$ cat src/rtl/dmem_pkg.sv
// Shared types and helpers for the data-memory arbiter.
//   size_e      : request access size (byte/half/word; 2'b11 is illegal)
//   mem_we_e    : store-enable code presented to the data memory
//   size_to_we  : maps an access size to its store-enable code
//   load_extend : lane extraction plus sign/zero extension of a load
package dmem_pkg;

  typedef enum logic [1:0] {
    SZ_BYTE = 2'b00,
    SZ_HALF = 2'b01,
    SZ_WORD = 2'b10
  } size_e;

  typedef enum logic [1:0] {
    WE_NONE = 2'b00,
    WE_WORD = 2'b01,
    WE_HALF = 2'b10,
    WE_BYTE = 2'b11
  } mem_we_e;

  function automatic mem_we_e size_to_we(input logic [1:0] size);
    case (size)
      SZ_BYTE: size_to_we = WE_BYTE;
      SZ_HALF: size_to_we = WE_HALF;
      SZ_WORD: size_to_we = WE_WORD;
      default: size_to_we = WE_NONE;
    endcase
  endfunction

  function automatic logic [31:0] load_extend(input logic [31:0] rd,
                                              input logic [1:0]  addr_lo,
                                              input logic [1:0]  size,
                                              input logic        uns);
    logic [31:0] byte_sh;
    logic [31:0] half_sh;
    byte_sh = rd >> {addr_lo, 3'b000};
    half_sh = rd >> {addr_lo[1], 4'b0000};
    case (size)
      SZ_BYTE: load_extend = uns ? {24'h0, byte_sh[7:0]}
                                 : {{24{byte_sh[7]}}, byte_sh[7:0]};
      SZ_HALF: load_extend = uns ? {16'h0, half_sh[15:0]}
                                 : {{16{half_sh[15]}}, half_sh[15:0]};
      SZ_WORD: load_extend = rd;
      default: load_extend = '0;
    endcase
  endfunction

endpackage

$ cat src/rtl/dmem_rr_arb.sv
// Two-way grant logic with a round-robin pointer flop.
//   clk, rst_n : clock, async active-low reset
//   valid[1:0] : per-requester request valid
//   grant[1:0] : one-hot (or zero) combinational grant
// PRIO_FIXED=1 makes requester 0 always win a contest.
module dmem_rr_arb #(
  parameter int unsigned PRIO_FIXED = 0
) (
  input  logic       clk,
  input  logic       rst_n,
  input  logic [1:0] valid,
  output logic [1:0] grant
);

  logic rr_ptr_q;
  logic rr_ptr_d;

  always_comb begin
    grant    = 2'b00;
    rr_ptr_d = rr_ptr_q;
    if (rst_n) begin
      if (valid == 2'b11) begin
        if (PRIO_FIXED != 0) grant = 2'b01;
        else                 grant = rr_ptr_q ? 2'b10 : 2'b01;
        // pointer moves to the loser only on a contested grant
        rr_ptr_d = grant[0];
      end else begin
        grant = valid;
      end
    end
  end

  always_ff @(posedge clk or negedge rst_n) begin
    if (!rst_n) rr_ptr_q <= 1'b0;
    else        rr_ptr_q <= rr_ptr_d;
  end

endmodule

$ cat src/rtl/dmem_arbiter.sv
// Two-requester arbiter / load-store sequencer for the single-port data memory.
//   req_*     : per-requester request (0 = core LSU, 1 = DMA/debug)
//   rsp_*     : registered response, one cycle after the grant edge
//   mem_*     : memory interface (mem_rd is combinational read data)
// Optional: define DMEM_ARB_STATS_EN to add saturating stat_* counters.
module dmem_arbiter
  import dmem_pkg::*;
#(
  parameter int unsigned DEPTH_WORDS = 64,
  parameter int unsigned PRIO_FIXED  = 0
) (
  input  logic             clk,
  input  logic             rst_n,
  input  logic [1:0]       req_valid,
  output logic [1:0]       req_ready,
  input  logic [1:0]       req_we,
  input  logic [1:0][1:0]  req_size,
  input  logic [1:0]       req_unsigned,
  input  logic [1:0][31:0] req_addr,
  input  logic [1:0][31:0] req_wdata,
  output logic [1:0]       rsp_valid,
  output logic [31:0]      rsp_rdata,
  output logic             rsp_err,
  output logic [1:0]       mem_we,
  output logic [31:0]      mem_a,
  output logic [31:0]      mem_wd,
  input  logic [31:0]      mem_rd
`ifdef DMEM_ARB_STATS_EN
  ,
  output logic [31:0]      stat_grants0,
  output logic [31:0]      stat_grants1,
  output logic [31:0]      stat_conflicts,
  output logic [31:0]      stat_errors
`endif
);

  logic [1:0]  grant;
  logic        sel;
  logic        any_grant;
  logic        illegal;
  logic [1:0]  g_size;
  logic [31:0] g_addr;

  logic [1:0]  rsp_valid_q, rsp_valid_d;
  logic [31:0] rsp_rdata_q, rsp_rdata_d;
  logic        rsp_err_q,   rsp_err_d;

  dmem_rr_arb #(.PRIO_FIXED(PRIO_FIXED)) u_arb (
    .clk   (clk),
    .rst_n (rst_n),
    .valid (req_valid),
    .grant (grant)
  );

  assign req_ready = grant;
  assign any_grant = |grant;
  assign sel       = grant[1];

  always_comb begin
    g_size      = req_size[sel];
    g_addr      = req_addr[sel];
    illegal     = (g_size == 2'b11) ||
                  (g_size == SZ_HALF && g_addr[0]) ||
                  (g_size == SZ_WORD && g_addr[1:0] != 2'b00) ||
                  ({2'b00, g_addr[31:2]} >= DEPTH_WORDS);
    mem_we      = WE_NONE;
    mem_a       = '0;
    mem_wd      = '0;
    rsp_valid_d = grant;
    rsp_rdata_d = '0;
    rsp_err_d   = 1'b0;
    if (any_grant) begin
      mem_a     = g_addr;
      mem_wd    = req_wdata[sel];
      rsp_err_d = illegal;
      if (req_we[sel] && !illegal) mem_we = size_to_we(g_size);
      if (!req_we[sel] && !illegal)
        rsp_rdata_d = load_extend(mem_rd, g_addr[1:0], g_size, req_unsigned[sel]);
    end
  end

  always_ff @(posedge clk or negedge rst_n) begin
    if (!rst_n) begin
      rsp_valid_q <= '0;
      rsp_rdata_q <= '0;
      rsp_err_q   <= 1'b0;
    end else begin
      rsp_valid_q <= rsp_valid_d;
      rsp_rdata_q <= rsp_rdata_d;
      rsp_err_q   <= rsp_err_d;
    end
  end

  assign rsp_valid = rsp_valid_q;
  assign rsp_rdata = rsp_rdata_q;
  assign rsp_err   = rsp_err_q;

`ifdef DMEM_ARB_STATS_EN
  logic [31:0] g0_q, g0_d, g1_q, g1_d, cf_q, cf_d, er_q, er_d;

  always_comb begin
    g0_d = g0_q;
    g1_d = g1_q;
    cf_d = cf_q;
    er_d = er_q;
    if (grant[0] && g0_q != '1)             g0_d = g0_q + 32'd1;
    if (grant[1] && g1_q != '1)             g1_d = g1_q + 32'd1;
    if (req_valid == 2'b11 && cf_q != '1)   cf_d = cf_q + 32'd1;
    if (any_grant && illegal && er_q != '1) er_d = er_q + 32'd1;
  end

  always_ff @(posedge clk or negedge rst_n) begin
    if (!rst_n) begin
      g0_q <= '0;
      g1_q <= '0;
      cf_q <= '0;
      er_q <= '0;
    end else begin
      g0_q <= g0_d;
      g1_q <= g1_d;
      cf_q <= cf_d;
      er_q <= er_d;
    end
  end

  assign stat_grants0   = g0_q;
  assign stat_grants1   = g1_q;
  assign stat_conflicts = cf_q;
  assign stat_errors    = er_q;
`endif

endmodule

$ cat config.mk
export PLATFORM = sky130hd
export DESIGN_NAME = dmem_arbiter
export DESIGN_NICKNAME = d
export VERILOG_FILES = /design/src/rtl/dmem_pkg.sv /design/src/rtl/dmem_rr_arb.sv /design/src/rtl/dmem_arbiter.sv
export SDC_FILE = /design/constraint.sdc
export NUM_CORES = 1
export LEC_CHECK = 0
export ABC_AREA = 1
export BUFFER_PORTS_ARGS = -buffer_cell sky130_fd_sc_hd__buf_2
export CORE_AREA = 2 2 107 109
export CTS_BUF_LIST = sky130_fd_sc_hd__clkbuf_8
export CTS_CLUSTER_SIZE = 30
export DETAILED_ROUTE_END_ITERATION = 10
export DIE_AREA = 0 0 109 111
export PLACE_DENSITY = 0.62
export SETUP_SLACK_MARGIN = 0.5
export SYNTH_ARGS = -nofsm -noshare
export SYNTH_HDL_FRONTEND = slang
export SYNTH_SLANG_ARGS = --single-unit
$ cat constraint.sdc
create_clock -name clk -period 5.3 [get_ports clk]
set_input_delay 0.265 -clock clk [delete_from_list [all_inputs] [get_ports clk]]
set_output_delay 0.265 -clock clk [all_outputs]
set_load 0.02 [all_outputs]
==> metrics.md <==
| Metric | Value |
|---|---|
| Outcome | `finished clean` |
| Metal-1 WL | `between 5000 and 6000 µm` |
| Final Wtd Congestion | `0.892` |
| Largest family of logic cells by synthesized area | `simple AND/OR/NAND/NOR gates` |
| 1st-pass router iterations | `4` |
| Via count | `roughly 4,500` |
| Synth Area in Compound Gates | `a little under an eighth` |
| Final ANT Viol Nets | `0` |
| Final setup fails | `0` |
| WL met2 | `around 6500 µm` |
| Yosys top cell area share | `between 20% and 30%` |
| Final Hold Viols | `0` |
| Tmin final | `roughly 3.5 ns` |
| Vias in the first global route | `~4,300` |
| Via density | `~4.6` |
| FP Rows | `39` |
| Worst Path Required | `between 5 and 6 ns` |
| H-tree levels | `2` |
| Reg power frac | `between 20% and 30%` |
| DRT iter0 DRCs | `slightly above 200` |
| Power per cell area | `~200 mW/mm²` |
| Sw Ratio | `between 40% and 50%` |
| Synthesized Nets | `between 700 and 800` |
| Static Leak | `approximately 3 nW` |
| Peak Freq | `between 200 and 300 MHz` |
| Setup crit end kind | `output pin` |
| Post-synthesis simple-gate area fraction | `between 50% and 60%` |
| DRC errors left | `0` |
| Max stage delay on crit path | `~0.64 ns` |
| Wire per inst | `roughly 14 µm` |
| Final Skew | `between 0.003 and 0.004 ns` |
| Largest net degree at the start of global routing | `72` |
| I/O pin cnt | `approximately 280` |
| Critical path fanouts, max | `slightly above 70` |
| Finished Core Util | `between 40% and 50%` |
| FFs w/ async S/R, synth | `100%` |
| RSZ-0062 raised after global routing | `no` |
| Post-CTS Setup Bufs | `0` |
| Clock buffer depth | `2` |
| Clock root cell | `clkbuf_8` |
| Chip height | `111 µm` |
| Yosys cell types | `27` |
| Synthesized area per cell | `~5.6 µm²` |
| Area of the mapped netlist | `roughly 0.0033 mm²` |
| XOR/XNOR Fraction of Synth Area | `less than 1%` |
| R2R Setup Slk | `slightly below 2 ns` |
| Initial Utilization | `29.8%` |
| Met3 wire len | `1230 µm` |
| Clk slew on worst S/H paths | `0.07 ns` |
| Crit Path Class | `primary input to output pin` |
| Cts hold-fix bufs | `0` |
| Max Used Layer | `met5` |
| TritonCTS Buffers | `5` |
| Post-synthesis mux area share | `0%` |
| FF+latch count, synth | `36` |
| Final WL | `between 10,000 and 15,000 µm` |
| Global Route Usage Sum | `about 22%` |
| Clock Sinks | `36` |
| Synth area leaders | `dfrtp_1 27%, nand2_1 25%, nor2_1 15%, a21oi_1 5.6%, nand3b_1 5.0%` |
| Core box area | `0.0111 mm²` |
| Fin Setup TNS | `0 ns` |
| Most common cell after layout, fill and taps aside | `buf_2` |
| Most common cell on crit path | `nand2_1` |
| Worst Hold Class | `primary input to asynchronous set/reset pin` |
| Most frequent cells in the layout | `274 x buf_2, 220 x nand2_1, 132 x nor2_1` |
| Filler cells | `between 1,000 and 1,500` |
| Die footprint | `0.0121 mm²` |
| Period utilization | `66.8%` |
| Max cap viols | `0` |
| Worst flop-to-flop path startpoint | `u_arb.rr_ptr_q` |
| Initial antenna violation count | `1` |
| Seq/Total Area, Yosys | `between 20% and 30%` |
| Worst path slowest cell | `nand2_4` |
| Buf/Inv on CP | `4` |
| Reg-to-reg endpoint | `rsp_rdata[29]` |
| Internal power | `approximately 530 µW` |
| I/O Buffers | `~270` |
| CP Cell Sequence | `buf_2 > buf_4 > nand2_2 > clkinv_2 > nand2_4 > nand2_1 > nand2_2 > nand2_1 > nand2_1 > nand2_1 > nor2_2 > nand3_1 > nor2_1 > buf_2` |
| Post-synth EDFFs | `0` |
| Dpl hpwl | `around 11,000 µm` |
| Global-route wire length before repair | `approximately 21,000 µm` |
| Slew headroom | `roughly 22%` |
| GRT overflow | `0` |
| CTS resizes | `0` |
| Type of origin of the critical path | `primary input` |
| Most used DFF post-synth | `dfrtp_1` |
| Clk pwr share | `around a fifth` |
| Synth Area in Adders | `0%` |
| Synth area leader | `dfrtp_1` |
| CP top delay family | `simple AND/OR/NAND/NOR gates` |
| Slew @ Worst Pin | `about 1.2 ns` |
| CTS tree | `done` |
| Switching Power | `between 400 and 500 µW` |
| Yosys warning count | `0` |
| # nets final | `a little over 1,000` |
| Slew Viols, Final | `0` |
| Share of cells above drive strength 1 | `about 36%` |
| Area Growth Syn to Fin | `44.5%` |
| Syn Inst Count | `585` |
| Combinational share of power | `51.6%` |
| Worst R2R Path Depth | `12` |
| Latest clock arrival within the worst-skew pair | `a little under 0.3 ns` |
| Horiz. Die Dim | `~110 µm` |
| Worst VDD drop | `0.000101 V` |
| Critical path arrival | `roughly 3.3 ns` |
==> metal layers <==
layer | vias to the layer above | GRT usage [%]
li1 | 2295 | -
met2 | 183 | 38.7
met1 | 1973 | 27.5
met4 | 2 | 4.87
met5 | - | 0
met3 | 18 | 5.76
==> registers in the layout, summed over array words and instances (netlist names) <==
signal / count
rsp_err: 1
rsp_rdata: 32
rsp_valid: 2
u_arb.rr_ptr_q: 1
==> power groups by stage <==
stage / sequential, mW / combinational, mW / clock [mW]
floorplan: 0.291 / 0.320 / 0
global placement: 0.289 / 0.495 / 0
detailed placement: 0.289 / 0.497 / 0
CTS: 0.284 / 0.500 / 0.187
global route: 0.284 / 0.559 / 0.198
finish: 0.284 / 0.497 / 0.182
==> cells in the mapped netlist (2+ instances only) <==
library cell  instances
clkbuf_1             17
nand2_2               7
buf_2                 8
buf_4                 3
dfrtp_1              36
and3_1                3
nand3b_1             22
nand2_4               2
o21ai_1               3
nor2_1              132
nor2_4                2
buf_6                 5
a21oi_1              37
nor2_2                3
inv_1                39
nand3_1               5
nand2_1             220
o21ai_0              32
==> area by class of cell <==
type	count	area (µm²)	area share (%)
Multi-Input combinational cell	475	2080	43.5
Timing Repair Buffer	276	1390	29.0
Sequential cell	36	901	18.9
Tap cell	143	179	3.75
Inverter	40	151	3.17
Clock buffer	5	68.8	1.44
Clock inverter	2	8.76	0.183
Antenna cell	1	2.50	0.0524
==> worst max path at each step <==
stage / startpoint / end / depth (start not counted)
after global placement: rst_n / rsp_rdata[29] / 14
final: rst_n / mem_we[0] / 14
after CTS: rst_n / mem_we[0] / 14
after detailed placement: rst_n / rsp_rdata[31] / 14
after global routing: rst_n / mem_a[6] / 7
after floorplan: u_arb.rr_ptr_q / mem_a[2] / 8
==> cell families (layout without fill, tap and decap cells) <==
kind of cell    after synthesis  after routing
flops                        36             36
buf+inv                      74            323
other cells                   0              1
compound gates               75             75
simple gates                399            399
xor+xnor                      1              1
==> worst reg2reg max path, stage by stage (launching register included) <==
cell,delay [ns]
dfrtp_1,0.39
inv_1,0.16
nand2_2,0.33
nand2_4,0.65
nand2_1,0.22
nand2_2,0.34
inv_1,0.31
nand2_1,0.12
nand2_1,0.07
nand2_1,0.07
nand2_2,0.28
a21oi_1,0.25
nor2_1,0.06
==> through the flow <==
step	area, µm²	hold slack (ns)	power, mW	setup WS (ns)	std cells
floorplan	3300	-0.0306	0.612	3.24	585
global placement	4690	0.346	0.784	1.70	970
detailed placement	4690	0.349	0.786	1.60	970
CTS	4770	0.0448	0.971	1.73	977
global route	4770	0.0792	1.04	1.38	977
finish	4770	0.0329	0.963	1.76	978
No activity file was read; power rests on OpenSTA's default activity.
